**src/rtl/serial_adder_pkg.sv**
```systemverilog
// Shared types and helpers for the bit-serial adder.
// No logic; elaboration-time constants only.
// Not applicable (no handshakes in a package).
package serial_adder_pkg;

    typedef enum logic [1:0] {
        IDLE  = 2'd0,
        SHIFT = 2'd1,
        DONE  = 2'd2
    } sa_state_t;

    // Bit-counter width: enough to index WIDTH bits, never narrower than one flop.
    function automatic int cnt_w(input int w);
        int c;
        c = $clog2(w);
        return (c < 1) ? 1 : c;
    endfunction

endpackage

```
**src/rtl/serial_adder_full_adder_cell.sv**
```systemverilog
// Single-bit full adder: {cout,sum} = a + b + cin.
// Purely combinational, zero cycles.
// No handshakes; the caller decides when the result is consumed.
module full_adder_cell (
    input  logic a,
    input  logic b,
    input  logic cin,
    output logic sum,
    output logic cout
);

    assign {cout, sum} = {1'b0, a} + {1'b0, b} + {1'b0, cin};

endmodule

```
**src/rtl/serial_adder.sv**
```systemverilog
// Bit-serial WIDTH-bit adder: one full-adder cell, LSB first, registered carry.
// Latency: accept on edge k, out_valid from edge k+WIDTH; op-to-op interval WIDTH+2.
// Backpressure: in_ready only in IDLE; result held stable in DONE until out_ready.
// Optional self-check (capture regs + deferred assertions): SERIAL_ADDER_CHECK_EN.
module serial_adder
    import serial_adder_pkg::*;
#(
    parameter int WIDTH = 8
) (
    input  logic             clk,
    input  logic             rst,
    input  logic             in_valid,
    output logic             in_ready,
    input  logic [WIDTH-1:0] a,
    input  logic [WIDTH-1:0] b,
    input  logic             cin,
    output logic             out_valid,
    input  logic             out_ready,
    output logic [WIDTH-1:0] sum,
    output logic             cout
);

    localparam int              CW   = cnt_w(WIDTH);
    localparam logic [CW-1:0]   LAST = CW'(WIDTH - 1);

    sa_state_t        r_state;
    sa_state_t        w_state_nxt;
    logic [WIDTH-1:0] r_sh_a;
    logic [WIDTH-1:0] r_sh_b;
    logic [WIDTH-1:0] r_result;
    logic [WIDTH-1:0] w_result_nxt;
    logic             r_carry;
    logic [CW-1:0]    r_cnt;
    logic             w_load;
    logic             w_shift;
    logic             w_cell_sum;
    logic             w_cell_cout;

    full_adder_cell u_cell (
        .a    (r_sh_a[0]),
        .b    (r_sh_b[0]),
        .cin  (r_carry),
        .sum  (w_cell_sum),
        .cout (w_cell_cout)
    );

    // New sum bit enters at the MSB; after WIDTH shifts bit 0 holds the LSB result.
    generate
        if (WIDTH == 1) begin : g_w1
            assign w_result_nxt = w_cell_sum;
        end else begin : g_wn
            assign w_result_nxt = {w_cell_sum, r_result[WIDTH-1:1]};
        end
    endgenerate

    // State register; reset aborts any operation immediately.
    always_ff @(posedge clk or posedge rst) begin
        if (rst) begin
            r_state <= IDLE;
        end else begin
            r_state <= w_state_nxt;
        end
    end

    // Next-state and handshake decode.
    always_comb begin
        w_state_nxt = r_state;
        w_load      = 1'b0;
        w_shift     = 1'b0;
        in_ready    = 1'b0;
        out_valid   = 1'b0;
        case (r_state)
            IDLE: begin
                in_ready = 1'b1;
                if (in_valid) begin
                    w_load      = 1'b1;
                    w_state_nxt = SHIFT;
                end
            end
            SHIFT: begin
                w_shift = 1'b1;
                if (r_cnt == LAST) begin
                    w_state_nxt = DONE;
                end
            end
            DONE: begin
                out_valid = 1'b1;
                if (out_ready) begin
                    w_state_nxt = IDLE;
                end
            end
            default: begin
                w_state_nxt = IDLE;
            end
        endcase
    end

    // Datapath: load operands on accept, then consume one bit per SHIFT cycle.
    always_ff @(posedge clk or posedge rst) begin
        if (rst) begin
            r_sh_a   <= '0;
            r_sh_b   <= '0;
            r_result <= '0;
            r_carry  <= 1'b0;
            r_cnt    <= '0;
        end else if (w_load) begin
            r_sh_a   <= a;
            r_sh_b   <= b;
            r_result <= '0;
            r_carry  <= cin;
            r_cnt    <= '0;
        end else if (w_shift) begin
            r_sh_a   <= r_sh_a >> 1;
            r_sh_b   <= r_sh_b >> 1;
            r_result <= w_result_nxt;
            r_carry  <= w_cell_cout;
            r_cnt    <= r_cnt + CW'(1);
        end
    end

    // Result is left in place after the handshake; out_valid alone qualifies it.
    assign sum  = r_result;
    assign cout = r_carry;

`ifdef SERIAL_ADDER_CHECK_EN
    logic [WIDTH-1:0] r_cap_a;
    logic [WIDTH-1:0] r_cap_b;
    logic             r_cap_cin;
    logic [WIDTH:0]   w_ref;

    // Snapshot of the accepted operands, used only by the checks below.
    always_ff @(posedge clk or posedge rst) begin
        if (rst) begin
            r_cap_a   <= '0;
            r_cap_b   <= '0;
            r_cap_cin <= 1'b0;
        end else if (w_load) begin
            r_cap_a   <= a;
            r_cap_b   <= b;
            r_cap_cin <= cin;
        end
    end

    assign w_ref = {1'b0, r_cap_a} + {1'b0, r_cap_b} + {{WIDTH{1'b0}}, r_cap_cin};

    // Cell truth-table check on every consumed bit.
    always_comb begin
        if (!rst && r_state == SHIFT) begin
            assert #0 ((w_cell_sum == (r_sh_a[0] ^ r_sh_b[0] ^ r_carry)) &&
                       (w_cell_cout == ((r_sh_a[0] & r_sh_b[0]) | (r_sh_a[0] & r_carry) |
                                        (r_sh_b[0] & r_carry))))
            else $error("serial_adder cell error at %0t: a=%0h b=%0h cin=%0b",
                        $time, r_cap_a, r_cap_b, r_cap_cin);
        end
    end

    // Whole-word check while the result is presented.
    always_comb begin
        if (!rst && r_state == DONE) begin
            assert #0 ({cout, sum} == w_ref)
            else $error("serial_adder word error at %0t: a=%0h b=%0h cin=%0b got=%0h",
                        $time, r_cap_a, r_cap_b, r_cap_cin, {cout, sum});
        end
    end
`endif

endmodule

```
**config.mk**
```make
export PLATFORM = sky130hd
export DESIGN_NAME = serial_adder
export DESIGN_NICKNAME = d
export VERILOG_FILES = /design/src/rtl/serial_adder_pkg.sv /design/src/rtl/serial_adder_full_adder_cell.sv /design/src/rtl/serial_adder.sv
export SDC_FILE = /design/constraint.sdc
export NUM_CORES = 1
export LEC_CHECK = 0
export CAP_MARGIN = 20
export CORE_UTILIZATION = 44
export DETAILED_ROUTE_END_ITERATION = 7
export PLACE_DENSITY = 0.78
export SLEW_MARGIN = 20
export SYNTH_ARGS = -nofsm -noshare
export SYNTH_HDL_FRONTEND = slang
export SYNTH_SLANG_ARGS = --single-unit
export TNS_END_PERCENT = 5
```
**constraint.sdc**
```tcl
create_clock -name clk -period 1.25 [get_ports clk]
set_input_delay 0.1875 -clock clk [delete_from_list [all_inputs] [get_ports clk]]
set_output_delay 0.1875 -clock clk [all_outputs]
set_load 0.03 [all_outputs]
```
== Yosys cells after proc, flatten, opt, wreduce, memory -nomap -nowiden ==
Cells that the tools add are included.

* Register bits after elaboration: 30
* Bits of input ports: 21
* Output and inout bits: 11
* Logic and storage cells: 37

* Add/subtract/negate cells: 3
* Eq/ne operators: 6
* Muxes and demuxes: 19
* Reductions and logical operators: 3

{| class="wikitable"
|+ Operator list
! operator !! count
|-
| 8-bit two-way mux || 6
|-
| 1-bit two-way mux || 7
|-
| 2-bit two-way mux || 3
|-
| 3-bit two-way mux || 2
|-
| 2-bit inequality test, second input constant || 3
|-
| 2-bit case mux with 3 select lines || 1
|-
| 3-bit by 1-bit adder with 3-bit output, second input constant || 1
|-
| 3-bit equality test, second input constant || 1
|-
| 3-bit AND reduction || 1
|-
| 1-bit by 1-bit adder with 2-bit output || 1
|-
| 2-bit by 1-bit adder with 2-bit output || 1
|-
| 2-bit by 1-bit equality test with 1-bit output, second input constant || 1
|-
| 2-bit equality test, second input constant || 1
|-
| 2-bit zero test || 1
|-
| 2-bit nonzero test || 1
|}

== Depth between registers and ports, before layout ==
* Word-level depth: 4
* Depth in mapped cells: 5
* Depth with buffers taken out: 3

== By module ==
A second synthesis with hierarchy kept.

* Cells, all modules: 129
* Area total of the unflattened synthesis: 1373.8 µm²

{| class="wikitable"
|+ Modules (own cells, without submodules)
! module !! instances !! cells an instance !! area an instance (µm²) !! sequential area each (µm²)
|-
| serial_adder || 1 || 128 || 1353.8 || 750.7
|-
| full_adder_cell || 1 || 1 || 20.0 || 0.0
|}

== Worst setup path after synthesis ==
Ideal clock, no wire load.

* Path kind: register -> register
* From: register r_state[0]
* To: register r_carry, in the netlist cout
* Library setup time: 0.123 ns
* Data arrival time: 1.230 ns
* Required time: 1.127 ns
* Setup slack: -0.103 ns
* Cell stages (with the launch flop): 5
* Path buffers: 1
* Clock period less this slack: 1.353 ns
* Cells stage by stage: dfrtp_1 > buf_2 > nor2_2 > nand3b_1 > o221a_2

* Word-level cells in the longest chain between the ends: 3
* Elaborated cells between the ends (all ways): 6
* Those cells by class: eq/ne (1); mux (3); reduce/logical (2)

{| class="wikitable"
|+ Ends and longest elaborated chain
! what !! line !! text
|-
| start, declared || serial_adder.sv:26 || <nowiki>sa_state_t r_state;</nowiki>
|-
| start signal, assigned || serial_adder.sv:61 || <nowiki>r_state <= w_state_nxt;</nowiki>
|-
| 2-bit by 1-bit equality test with 1-bit output or 2-bit zero test (tied branches) || serial_adder.sv:72 || <nowiki>case (r_state)</nowiki>
|-
| 1-bit two-way mux || serial_adder.sv:72 ||
|-
| 2-bit nonzero test (no line) or 1-bit two-way mux (tied branches) || -- ||
|-
| end signal, assigned || serial_adder.sv:110 || <nowiki>r_carry <= cin;</nowiki>
|-
| end signal, assigned || serial_adder.sv:116 || <nowiki>r_carry <= w_cell_cout;</nowiki>
|-
| end, declared || serial_adder.sv:32 || <nowiki>logic r_carry;</nowiki>
|}

Several ways; a longest one is shown, not always the timed one.
A chain may end at the register's enable or synchronous reset.

== Final worst setup path ==
* From: register r_state[1]
* To: register r_sh_b[5]

* Word-level cells in the longest chain between the ends: 3
* Elaborated cells between the ends (all ways): 6
* Those cells by class: eq/ne (1); mux (3); reduce/logical (2)

{| class="wikitable"
|+ Ends and longest elaborated chain
! what !! line !! text
|-
| 2-bit by 1-bit equality test with 1-bit output or 2-bit zero test (tied branches) || serial_adder.sv:72 ||
|-
| 1-bit two-way mux || serial_adder.sv:72 ||
|-
| 2-bit nonzero test (no line) or 8-bit two-way mux (tied branches) || -- ||
|-
| end signal, assigned || serial_adder.sv:114 || <nowiki>r_sh_b <= r_sh_b >> 1;</nowiki>
|-
| end, declared || serial_adder.sv:29 || <nowiki>logic [WIDTH-1:0] r_sh_b;</nowiki>
|}

Several ways; a longest one is shown, not always the timed one.

==> impl_metrics.csv <==
group,metric,value,unit
run_status,status,"finished with violations",
run_status,violations,"setup timing",
die,rows,20,
clocking,numCtsBuffers,5,
critical_path,cp-startpoint,"r_state[1]$_DFFE_PP0P_",
yosys,synth_nets,148,
timing,post-route-period-util,1.11,
critical_path,path_buf_inv,2,
critical_path,endpoint_kind,"flip-flop",
yosys,ys_warn_count,0,
global_route,grt_pass1_wl,5.18,mm
die,pin_count,32,
power,p_leak,0.922,nW
die,core,3030,um2
timing,period_minus_slack,1.39,ns
cells_and_area,multi_input_area,633,um2
yosys,yosysUniqueCellTypes,27,
critical_path,r2r_start,"r_state[1]$_DFFE_PP0P_",
global_route,antenna_found_initial,0,
place,place.gp.congestion,0.828,
yosys,synth_xor_area_frac,0,
place,io_buffers,31,
timing,slew-limit-headroom,0.659,
timing,worstMarginPinSlew,0.509,ns
detailed_routing,vias,1217,
critical_path,crit_arrival,1.62,ns
critical_path,cp.depth,4,
detailed_routing,routed_via_density,5.41,
timing,rsz0062_at_grt,"true",
critical_path,path_delay_family,"compound AO/OA/AOI/OAI gates",
detailed_routing,drt-total-wl,3.28,mm
critical_path,r2r_setup_slack,-0.14,ns
place,hpwl,2.11,mm
cells_and_area,syn_to_final_growth,49.8,%
run,maxCapViolations,0,
yosys,synth-compound-area-share,0.199,
clocking,clock_path_buffers,2,
cells_and_area,antenna_cells,0,
place,place_inst,207,
yosys,postSynthAreaPerCell,11.3,um2
critical_path,slowest_stage,"dfrtp_2",
cells_and_area,final_cells,225,
clocking,htree_levels,2,
yosys,syn-instance-count,124,
timing,layout_setup_ws,-0.136,ns
critical_path,crit_top_cell,"buf_4",
cells_and_area,design_area,2100,um2
yosys,synth_seq_area_share,0.536,
cells_and_area,nets,204,
timing,drv_slew,0,
critical_path,r2r-end,"r_sh_b[5]$_DFFE_PP0P_",
cells_and_area,fillers,217,
yosys,synth.area.mux_share,0,
detailed_routing,drtIter0Drc,35,
timing,setup_viol_count_final,28,
critical_path,critPathMaxStageDelay,0.46,ns
clocking,cts_sinks,30,
die,initial_core_util,0.462,
detailed_routing,avgRoutedWirePerCell,14.6,um
place,dpl-instance-area,1840,um2
clocking,clkLatencyLatePin,0.33,ns
clocking,cts_tree,"built",
critical_path,endpoint,"r_sh_b[5]$_DFFE_PP0P_",
clocking,root_buffer,"clkbuf_4",
critical_path,start_kind,"flip-flop",
clocking,clk_pin_slew,0.09,ns
global_route,grt_start_max_net_pins,31,
critical_path,path_class,"reg -> reg",
yosys,async_reset_ff_frac,1.00,
cells_and_area,layout.cells.most_common,"dfrtp_1",
critical_path,crit_chain,"buf_4, o21bai_2, buf_4, a221oi_1",
power,power.total,4.86,mW
cells_and_area,register_area,753,um2
critical_path,required,1.48,ns
yosys,synth_top_family_by_area,"compound AO/OA/AOI/OAI gates",
critical_path,crit_fanout,4,
detailed_routing,antenna_left,0,
timing,max_freq,722,MHz
critical_path,reg2reg_depth,4,
die,dieArea,3410,um2
yosys,synth-seq-cells,30,
global_route,grt_pass1_vias,1136,
yosys,synth-simple-area-share,0.176,
die,fp.dieH,58.4,um
cells_and_area,layout_common_cells,"28 x dfrtp_1, 22 x buf_4, 20 x clkdlybuf4s50_1",
power,ir_drop,1.02,mV
global_route,overflow,0,
cells_and_area,layout-drive-gt1-share,0.359,
yosys,synthAdderAreaFrac,0.0322,
yosys,synthFlopType,"dfrtp_1",
timing,finalHoldViolCount,0,
yosys,synth_edf_count,0,
power,powerDensity,2320,nW/um2
detailed_routing,drcViolationCount,0,
detailed_routing,first_pass_iters,4,
die,die_x,58.4,um
timing,skew,0.00393,ns
yosys,netlist_area,1400,um2
min_path,hp-class,"in -> async",
global_route,track_usage,0.208,
-- worst register-to-register path, stage by stage, from the launching register on --
cell      delay, ns
dfrtp_2        0.46
buf_4          0.18
o21bai_2       0.20
buf_4          0.15
a221oi_1       0.29
-- Yosys cell counts (2+ instances only) --
cell,n,area share
a21oi_1,4,0.014
a221o_1,2,0.014
a221oi_1,3,0.019
a22o_1,11,0.069
buf_2,3,0.011
buf_4,4,0.021
dfrtp_1,30,0.54
ha_1,2,0.018
inv_1,5,0.013
nand2_1,5,0.013
nand2b_1,4,0.018
nand3b_1,3,0.016
nor2_1,5,0.013
nor2b_1,5,0.022
nor3_1,8,0.029
nor3b_1,10,0.054
o21ai_0,3,0.011
o21ai_1,4,0.014
o221a_2,3,0.024
o22a_1,3,0.019
-- cells by family (layout without fill, tap and decap cells) --
kind of cell,after synthesis,in the layout
adder cells (fa/ha/maj),3,3
buffers and inverters,14,71
flip-flops,30,30
AND/OR/NAND/NOR,42,42
AO/OA/AOI/OAI,35,35
-- area by class of cell --
cell class                 count  share of cell area
tap                           44              0.0263
sequential                    30               0.359
multi-input combinational     80               0.302
clock buffer                   8              0.0376
inverter                       5             0.00895
timing repair buffer          58               0.266
-- layer usage --
layer	wire length (um)	up-vias	global-route usage
met5	0	-	0
met4	79	0	0.109
met3	182	10	0.0615
met2	1630	42	0.325
met1	1390	601	0.263
li1	-	564	-
-- where the power goes --
| part | internal (mW) | switching [mW] | total (mW) | leakage (nW) |
|---|---|---|---|---|
| combinational | 1.29 | 1.16 | 2.45 | 0.510 |
| clock | 0.384 | 0.345 | 0.729 | 0.0446 |
| sequential | 1.41 | 0.277 | 1.68 | 0.367 |
| total | 3.08 | 1.78 | 4.86 | 0.922 |
-- how the worst min path moves through the flow --
| stage | slack, ns | depth (start not counted) | to | start |
|---|---|---|---|---|
| finish | 0.19 | 3 | sum[4]$_DFFE_PP0P_ | rst |
| global route | 0.19 | 3 | sum[7]$_DFFE_PP0P_ | rst |
| CTS | 0.19 | 3 | r_sh_a[7]$_DFFE_PP0P_ | rst |
| detailed placement | 0.49 | 1 | sum[0]$_DFFE_PP0P_ | sum[0]$_DFFE_PP0P_ |
| global placement | 0.48 | 1 | r_cnt[0]$_DFFE_PP0P_ | r_cnt[0]$_DFFE_PP0P_ |
| floorplan | 0.28 | 1 | cout$_DFFE_PP0P_ | rst |
-- state kept, by name, indices dropped and copies added, names as in the netlist --
name and cells:
r_sh_b 8, r_sh_a 8, r_state 2, r_cnt 3, sum 8, cout 1
-- timing repair --
action / 4_1_cts / 5_1_grt
gates resized for setup: 32 / 10
pin swaps: 1 / 7
hold buffers: 0 / 0
buffers inserted: 7 / 3
endpoints found under the hold margin: 0 / 0
setup endpoints to repair: 36 / 36
-- stage by stage --
step                      hold WS [ns]  setup slack, ns  setup TNS [ns]  utilization
after floorplan                  0.278          -0.0875          -0.154            -
after global placement           0.478           -0.203           -4.49        0.608
after detailed placement         0.494           -0.282           -5.58        0.608
after CTS                        0.185           -0.124           -1.92        0.671
after global routing             0.189           -0.244           -3.56        0.693
final                            0.185           -0.136           -2.18        0.693
Power figures use the tool's default switching activity.
